`config.mk`:
```
export PLATFORM = sky130hd
export DESIGN_NAME = uart_cmd_wrapper
export DESIGN_NICKNAME = d
export VERILOG_FILES = /design/src/rtl/uart_cmd_wrapper.sv
export SDC_FILE = /design/constraint.sdc
export NUM_CORES = 1
export LEC_CHECK = 0
export ABC_AREA = 0
export CAP_MARGIN = 10
export CORE_ASPECT_RATIO = 0.9
export CORE_MARGIN = 2
export CORE_UTILIZATION = 57
export CTS_CLUSTER_SIZE = 20
export DETAILED_ROUTE_END_ITERATION = 10
export GPL_ROUTABILITY_DRIVEN = 0
export GPL_TIMING_DRIVEN = 0
export PLACE_DENSITY_LB_ADDON = 0.05
export REMOVE_ABC_BUFFERS = 1
export SYNTH_ARGS = -nofsm -noshare
export SYNTH_HDL_FRONTEND = slang
export SYNTH_SLANG_ARGS = --single-unit
```
`constraint.sdc`:
```
create_clock -name clk -period 2.4 [get_ports clk]
set_input_delay 0.24 -clock clk [delete_from_list [all_inputs] [get_ports clk]]
set_output_delay 0.24 -clock clk [all_outputs]
set_load 0.02 [all_outputs]
```
`src/rtl/uart_cmd_wrapper.sv`:
```
// UART command wrapper: assembles two received bytes into a 16-bit command and transmits 8-bit responses.
// cmd_rdy rises one cycle after the low-byte stop sample; no backpressure on RX, a send_resp while the TX is busy is dropped.
module uart_cmd_wrapper #(
  parameter int BAUD_DIV = 2604
) (
  input  logic        clk,
  input  logic        rst_n,
  input  logic        RX,
  output logic        TX,
  output logic [15:0] cmd,
  output logic        cmd_rdy,
  input  logic        clr_cmd_rdy,
  input  logic [7:0]  resp,
  input  logic        send_resp,
  output logic        resp_sent
);

  localparam logic [11:0] BIT_LAST  = 12'(BAUD_DIV - 1);
  localparam logic [11:0] HALF_LAST = 12'(BAUD_DIV / 2 - 1);

  typedef enum logic [1:0] {RX_IDLE, RX_START, RX_DATA, RX_STOP} rx_state_e;
  typedef enum logic [1:0] {HIGH_WAIT, LOW_WAIT, VALID} cmd_state_e;
  typedef enum logic {TX_IDLE, TX_BUSY} tx_state_e;

  logic        rx_sync1_q, rx_sync2_q, rx_prev_q;
  rx_state_e   rx_state_q, rx_state_d;
  logic [11:0] rx_baud_q, rx_baud_d;
  logic [3:0]  rx_bit_q, rx_bit_d;
  logic [7:0]  rx_shift_q, rx_shift_d;
  logic        rx_byte_vld, rx_start_det;

  cmd_state_e  cmd_state_q, cmd_state_d;
  logic [15:0] cmd_q, cmd_d;

  tx_state_e   tx_state_q, tx_state_d;
  logic [11:0] tx_baud_q, tx_baud_d;
  logic [3:0]  tx_bit_q, tx_bit_d;
  logic [9:0]  tx_frame_q, tx_frame_d;
  logic        tx_q, tx_d;
  logic        resp_sent_q, resp_sent_d;

  // Synchronizer and edge-history flops preset high so a released reset never looks like a start edge.
  always_ff @(posedge clk or negedge rst_n) begin
    if (!rst_n) begin
      rx_sync1_q <= 1'b1;
      rx_sync2_q <= 1'b1;
      rx_prev_q  <= 1'b1;
    end else begin
      rx_sync1_q <= RX;
      rx_sync2_q <= rx_sync1_q;
      rx_prev_q  <= rx_sync2_q;
    end
  end

  always_ff @(posedge clk or negedge rst_n) begin
    if (!rst_n) begin
      rx_state_q  <= RX_IDLE;
      rx_baud_q   <= '0;
      rx_bit_q    <= '0;
      rx_shift_q  <= '0;
      cmd_state_q <= HIGH_WAIT;
      cmd_q       <= '0;
      tx_state_q  <= TX_IDLE;
      tx_baud_q   <= '0;
      tx_bit_q    <= '0;
      tx_frame_q  <= '1;
      tx_q        <= 1'b1;
      resp_sent_q <= 1'b0;
    end else begin
      rx_state_q  <= rx_state_d;
      rx_baud_q   <= rx_baud_d;
      rx_bit_q    <= rx_bit_d;
      rx_shift_q  <= rx_shift_d;
      cmd_state_q <= cmd_state_d;
      cmd_q       <= cmd_d;
      tx_state_q  <= tx_state_d;
      tx_baud_q   <= tx_baud_d;
      tx_bit_q    <= tx_bit_d;
      tx_frame_q  <= tx_frame_d;
      tx_q        <= tx_d;
      resp_sent_q <= resp_sent_d;
    end
  end

  always_comb begin
    rx_state_d   = rx_state_q;
    rx_baud_d    = rx_baud_q + 12'd1;
    rx_bit_d     = rx_bit_q;
    rx_shift_d   = rx_shift_q;
    rx_byte_vld  = 1'b0;
    rx_start_det = 1'b0;
    case (rx_state_q)
      RX_IDLE: begin
        rx_baud_d = '0;
        if (rx_prev_q && !rx_sync2_q) begin
          rx_start_det = 1'b1;
          rx_state_d   = RX_START;
        end
      end
      RX_START: begin
        // A line already back high at mid-start is a glitch, not a frame.
        if (rx_baud_q == HALF_LAST) begin
          rx_baud_d  = '0;
          rx_bit_d   = '0;
          rx_state_d = rx_sync2_q ? RX_IDLE : RX_DATA;
        end
      end
      RX_DATA: begin
        if (rx_baud_q == BIT_LAST) begin
          rx_baud_d  = '0;
          rx_shift_d = {rx_sync2_q, rx_shift_q[7:1]};
          rx_bit_d   = rx_bit_q + 4'd1;
          if (rx_bit_q == 4'd7) rx_state_d = RX_STOP;
        end
      end
      RX_STOP: begin
        if (rx_baud_q == BIT_LAST) begin
          rx_baud_d   = '0;
          rx_byte_vld = rx_sync2_q;
          rx_state_d  = RX_IDLE;
        end
      end
      default: rx_state_d = RX_IDLE;
    endcase
  end

  always_comb begin
    cmd_state_d = cmd_state_q;
    cmd_d       = cmd_q;
    case (cmd_state_q)
      HIGH_WAIT: begin
        if (rx_byte_vld) begin
          cmd_d[15:8] = rx_shift_q;
          cmd_state_d = LOW_WAIT;
        end
      end
      LOW_WAIT: begin
        if (rx_byte_vld) begin
          cmd_d[7:0]  = rx_shift_q;
          cmd_state_d = VALID;
        end
      end
      VALID: begin
        if (clr_cmd_rdy || rx_start_det) cmd_state_d = HIGH_WAIT;
      end
      default: cmd_state_d = HIGH_WAIT;
    endcase
  end

  // Frame shifts right with idle-high fill, so tx_frame_q[0] is always the bit on the wire.
  always_comb begin
    tx_state_d  = tx_state_q;
    tx_baud_d   = tx_baud_q;
    tx_bit_d    = tx_bit_q;
    tx_frame_d  = tx_frame_q;
    resp_sent_d = 1'b0;
    case (tx_state_q)
      TX_IDLE: begin
        if (send_resp && !resp_sent_q) begin
          tx_frame_d = {1'b1, resp, 1'b0};
          tx_baud_d  = '0;
          tx_bit_d   = '0;
          tx_state_d = TX_BUSY;
        end
      end
      TX_BUSY: begin
        tx_baud_d = tx_baud_q + 12'd1;
        if (tx_baud_q == BIT_LAST) begin
          tx_baud_d  = '0;
          tx_frame_d = {1'b1, tx_frame_q[9:1]};
          tx_bit_d   = tx_bit_q + 4'd1;
          if (tx_bit_q == 4'd9) begin
            tx_state_d  = TX_IDLE;
            resp_sent_d = 1'b1;
          end
        end
      end
      default: tx_state_d = TX_IDLE;
    endcase
    tx_d = tx_frame_d[0];
  end

  assign TX        = tx_q;
  assign cmd       = cmd_q;
  assign cmd_rdy   = (cmd_state_q == VALID);
  assign resp_sent = resp_sent_q;

endmodule

```
### After elaboration in Yosys (flattened, before gate mapping)

Cells that the tools add are included.

* register bits: 75
* output and inout port bits: 19
* logic and storage cells: 94

* add/sub/neg operators: 4
* eq/ne operators: 20
* mux-type cells: 37
* bitwise logic cells: 1
* reduce and logical (&&, ||, !) cells: 16

Operators with widths (number)
* $mux 12: 4
* $pmux 12 s3: 1
* $add 12x1->12 const B: 2
* $eq 12x12->1 const B: 2
* $pmux 12 s2: 1
* $mux 10: 2
* $pmux 10 s2: 1
* $mux 2: 9
* $mux 4: 4
* $ne 2x2->1 const B: 8
* $pmux 4 s2: 2
* $eq 12x11->1 const B: 1
* $mux 1: 10
* $add 4x1->4 const B: 2
* $pmux 2 s4: 1
* $reduce_and 2->1: 4
* $eq 2x2->1 const B: 3
* $pmux 2 s3: 1
* $reduce_and 3->1: 2
* $reduce_and 5->1: 1
* $eq 2x1->1 const B: 2
* $eq 4x3->1 const B: 1
* $eq 4x4->1 const B: 1
* $logic_not 2->1: 2
* 8 further kinds: 11

### Depth between registers and ports, before layout

* word-level depth: 7
* gate-level depth with buffers: 7
* gate-level depth less buffers: 5

### Least setup slack after synthesis

No wires, ideal clock.

* path kind: reg2reg
* from: register rx_baud_q[0]
* to: register cmd_q[0], in the netlist cmd[0]
* arrival time: 1.886 ns
* slack: 0.390 ns
* stages on the path, launching flop included: 6
* buffers on the path: 0
* period minus slack after synthesis: 2.010 ns
* cells stage by stage: dfrtp_1 ha_1 and4bb_2 nand3_4 nor4b_4 mux2_2

* longest elaborated chain between the ends: 4

RTL lines
* start, declared: RTL line 27 `logic [11:0] rx_baud_q, rx_baud_d;`
* start signal, assigned: RTL line 71 `rx_baud_q <= rx_baud_d;`
* $eq 12x12->1: RTL line 117 `if (rx_baud_q == BIT_LAST) begin`
* $mux 1: RTL line 117
* $mux 1: RTL line 92 `case (rx_state_q)`
* $reduce_and 2->1 (no source line)
* end signal, assigned: RTL line 75 `cmd_q <= cmd_d;`
* end, declared: RTL line 33 `logic [15:0] cmd_q, cmd_d;`

Every way passes these cells.
A chain may end at the register's enable or synchronous reset.

### Final worst setup path

* from: register rx_baud_q[0]
* to: register cmd_q[15], in the netlist cmd[15]

The elaborated chain is that of the path after synthesis.

==> impl_summary.log <==
INFO  metric crit_path_start = rx_baud_q[0]$_DFF_PN0_
INFO  metric vias_per_cell = 5.86
INFO  metric cts-buffers-inserted = 9
INFO  metric yosys-mux-area-fraction = 9.20%
INFO  metric wire_length_of_the_first_global_routing_pass = 11500 um
INFO  metric die_y = 78.1 um
INFO  metric power.ir.vdd_worst = 0.858 mV
INFO  metric filler_cell_count = 420
INFO  metric cp-start-kind = flop
INFO  metric run_status = finished, final reports clean
INFO  metric num_vias = 2601
INFO  metric drt_pass1_iterations = 4
INFO  metric initial_utilization = 60.1%
INFO  metric postLayoutCoreUtil = 72.2%
INFO  metric crit_path_max_fanout = 8
INFO  metric fin_skew = 0.00619 ns
INFO  metric post_synth_instance_area = 3480 um^2
INFO  metric cap_viol_max_count = 0
INFO  metric final-hold-violation-count = 0
INFO  metric synthesis.area_per_instance = 10.6 um^2
INFO  metric finalNetCount = 388
INFO  metric layout.area.seq = 1870 um^2
INFO  metric critical_path.endpoint_type = flop
INFO  metric p_leak = 1.90 nW
INFO  metric cts_tree = done
INFO  metric critical-path-max-stage-delay = 0.57 ns
INFO  metric die_x = 86.4 um
INFO  metric ant_cells = 0
INFO  metric finalCriticalPeriod = 2.26 ns
INFO  metric synthesis_to_finish_area_growth = 20.1%
INFO  metric clock_sink_count = 74
INFO  metric placed_cell_area = 3870 um^2
INFO  metric dr.first_iter.drc_count = 176
INFO  metric root_buffer = clkbuf_8
INFO  metric max_clock_freq = 442 MHz
INFO  metric synth-compound-area-share = 9.09%
INFO  metric cp.buffers_inverters = 0
INFO  metric power-per-cell-area = 742 nW/um^2
INFO  metric post_route_cells_drive_above_1_share = 17.4%
INFO  metric clockBufferDepth = 2
INFO  metric io_buffers = 31
INFO  metric vias_in_the_first_global_route = 2405
INFO  metric antenna_found_initial = 0
INFO  metric clock_tree.htree_level_count = 3
INFO  metric crit_path_cell_trace = ha_1 -> and4bb_2 -> nand3_4 -> nor4_4 -> mux2_2
INFO  metric yosys.cell_count.top_type = dfrtp_1
INFO  metric ys.warnings.count = 0
INFO  metric arrival = 2.49 ns
INFO  metric multi_input_comb_area = 1590 um^2
INFO  metric wire_per_inst = 15.1 um
INFO  metric worst_hold_path_type = in2reg
INFO  metric timing.final.setup_violations = 0
INFO  metric synthAdderAreaFrac = 2.16%
INFO  metric synth_cell_types = 45
INFO  metric netlist_instances = 327
INFO  metric netlist.top_cell.by_area = dfrtp_1
INFO  metric design.portCount = 32
INFO  metric synth_largest_type_area_fraction = 44.6%
INFO  metric synth_edf_count = 0
INFO  metric synth-xor-area-share = 3.52%
INFO  metric wirelength = 6700 um
INFO  metric netlist_top_cells_area = dfrtp_1, dfstp_2, mux2_2, nand2_1, o21ai_0
INFO  metric hold_path.startpoint = RX
INFO  metric crit_slowest_cell = nor4_4
INFO  metric total_routing_resource_utilization_after_global_routing = 21.5%
INFO  metric synth-seq-area-share = 53.6%
INFO  metric die_area = 6750 um^2
INFO  metric grt_overflow = 0
INFO  metric cts.reportedPaths.clkPinSlew = 0.07 ns
INFO  metric area_fraction_in_and_or_nand_and_nor_cells_after_synthesis = 20.6%
INFO  metric placeableCoreArea = 5790 um^2
INFO  metric max_slew.worst_pin.slew = 0.942 ns
INFO  metric clk_latency = 0.34 ns
INFO  metric async_reset_ff_share = 100%
INFO  metric timing.critical_path.required = 2.63 ns
INFO  metric largest_family_of_logic_cells_by_synthesized_area = simple AND/OR/NAND/NOR gates
INFO  metric synth_top_flop_cell = dfrtp_1
INFO  metric critPathTopFamily = simple AND/OR/NAND/NOR gates
INFO  metric power.total = 3.10 mW
INFO  metric fp-row-count = 26
INFO  metric hpwlAfterDp = 4450 um
INFO  metric synth_commonest_cells = dfrtp_1, nand2_1, o21ai_0
INFO  metric timing.rr.start = rx_baud_q[0]$_DFF_PN0_
INFO  metric pin_count_of_the_biggest_net_entering_global_routing = 61
INFO  metric totalNegativeSetupSlack = 0 ns
INFO  metric final.period_utilization = 94.3%
INFO  metric postRouteAntennaNets = 0
INFO  metric holdWs = 0.300 ns
INFO  metric drc = 0
INFO  metric rsz0062_at_grt = false
INFO  metric timing_worst_setup_path_type = reg2reg
INFO  metric layout.cell_area.non_filler = 4180 um^2
INFO  metric synth_seq_cells = 74
INFO  metric slew-limit-headroom = 37.2%
INFO  metric drv_slew = 0
state kept, by name (all words and copies together) (netlist names), named ones only:
| register | count |
|---|---|
| tx_state_q | 1 |
| rx_prev_q | 1 |
| rx_bit_q | 4 |
| rx_shift_q | 8 |
| rx_sync1_q | 1 |
| cmd | 16 |
| rx_state_q | 1 |
| rx_sync2_q | 1 |
| resp_sent | 1 |
| cmd_state_q | 2 |
| tx_baud_q | 12 |
| tx_frame_q | 9 |
| tx_bit_q | 4 |
| rx_baud_q | 12 |
placed cells by master, fill, tap and decap left out, types with 3 or more instances in the layout:
master	instances
nor2_1	20
xor2_1	9
or3_1	3
and4_1	4
ha_1	6
nand2_1	48
mux2i_1	14
and3_1	7
a21oi_1	7
xnor2_1	5
dfstp_2	12
clkbuf_8	9
buf_4	8
nor2b_1	4
clkdlybuf4s50_1	30
nand3_1	14
mux2_2	16
nor3_1	5
dfrtp_1	61
o21ai_0	31
inv_1	6
nor4_1	4
nand4_1	9
power breakdown:
part           total, mW  switching (mW)  internal, mW
logic              0.436           0.231         0.205
registers           1.65           0.224          1.42
clock network       1.02           0.437         0.584
total               3.10           0.892          2.21
path summary, 6_finish.rpt:
kind                                                  end  slack [ns]  depth (start not counted)
worst max-delay path                  cmd[15]$_DFFE_PN0P_        0.14                          5
worst min-delay path                 rx_sync1_q$_DFF_PN1_        0.30                          1
worst max register to register        cmd[15]$_DFFE_PN0P_        0.14                          5
worst min register to register       rx_sync2_q$_DFF_PN1_        0.36                          0
max in group asynchronous       tx_frame_q[8]$_DFFE_PN1P_        1.49                          3
min in group asynchronous              cmd[0]$_DFFE_PN0P_        0.32                          2
final cells by class:
| type | count | area share [%] |
|---|---|---|
| sequential | 74 | 44.7 |
| timing repair buffer | 40 | 9.52 |
| inverter | 7 | 0.629 |
| clock buffer | 11 | 3.14 |
| clock inverter | 5 | 1.89 |
| tap | 70 | 2.10 |
| multi-input combinational | 237 | 38.0 |
metrics by stage:
step                      std cells  worst slack, ns
final                           444            0.138
after global routing            444          0.00695
after CTS                       437           0.0760
after detailed placement        420           -0.627
after global placement          419            -1.40
after floorplan                 318            0.246
layer usage:
metal / vias to the layer above / share of wire [%] / global-route usage, %
met5: - / 0 / 0
met4: 0 / 0.64 / 6.72
met3: 4 / 4.1 / 5.78
met2: 69 / 49 / 33.0
met1: 1273 / 47 / 29.9
li1: 1255 / - / -
cells by family (layout without fill, tap and decap cells):
family	Yosys count	after routing
simple gates	133	133
flops	74	74
compound gates	54	54
mux	30	30
buf+inv	16	63
xor+xnor	14	14
fa+ha+maj	6	6
worst register-to-register path: cells and delay by family (launching register included):
kind,cells,cell delay (ns)
and+or+nand+nor,3,1.05
muxes,1,0.41
DFF,1,0.44
adders and majority gates,1,0.27
what timing repair did:
action,in CTS,in global routing
pin swaps,0,1
setup endpoints to repair,14,21
buffers inserted,0,7
endpoints found under the hold margin,14,0
hold buffers,1,0
gates resized for setup,3,3
(Power assumes the default switching activity.)
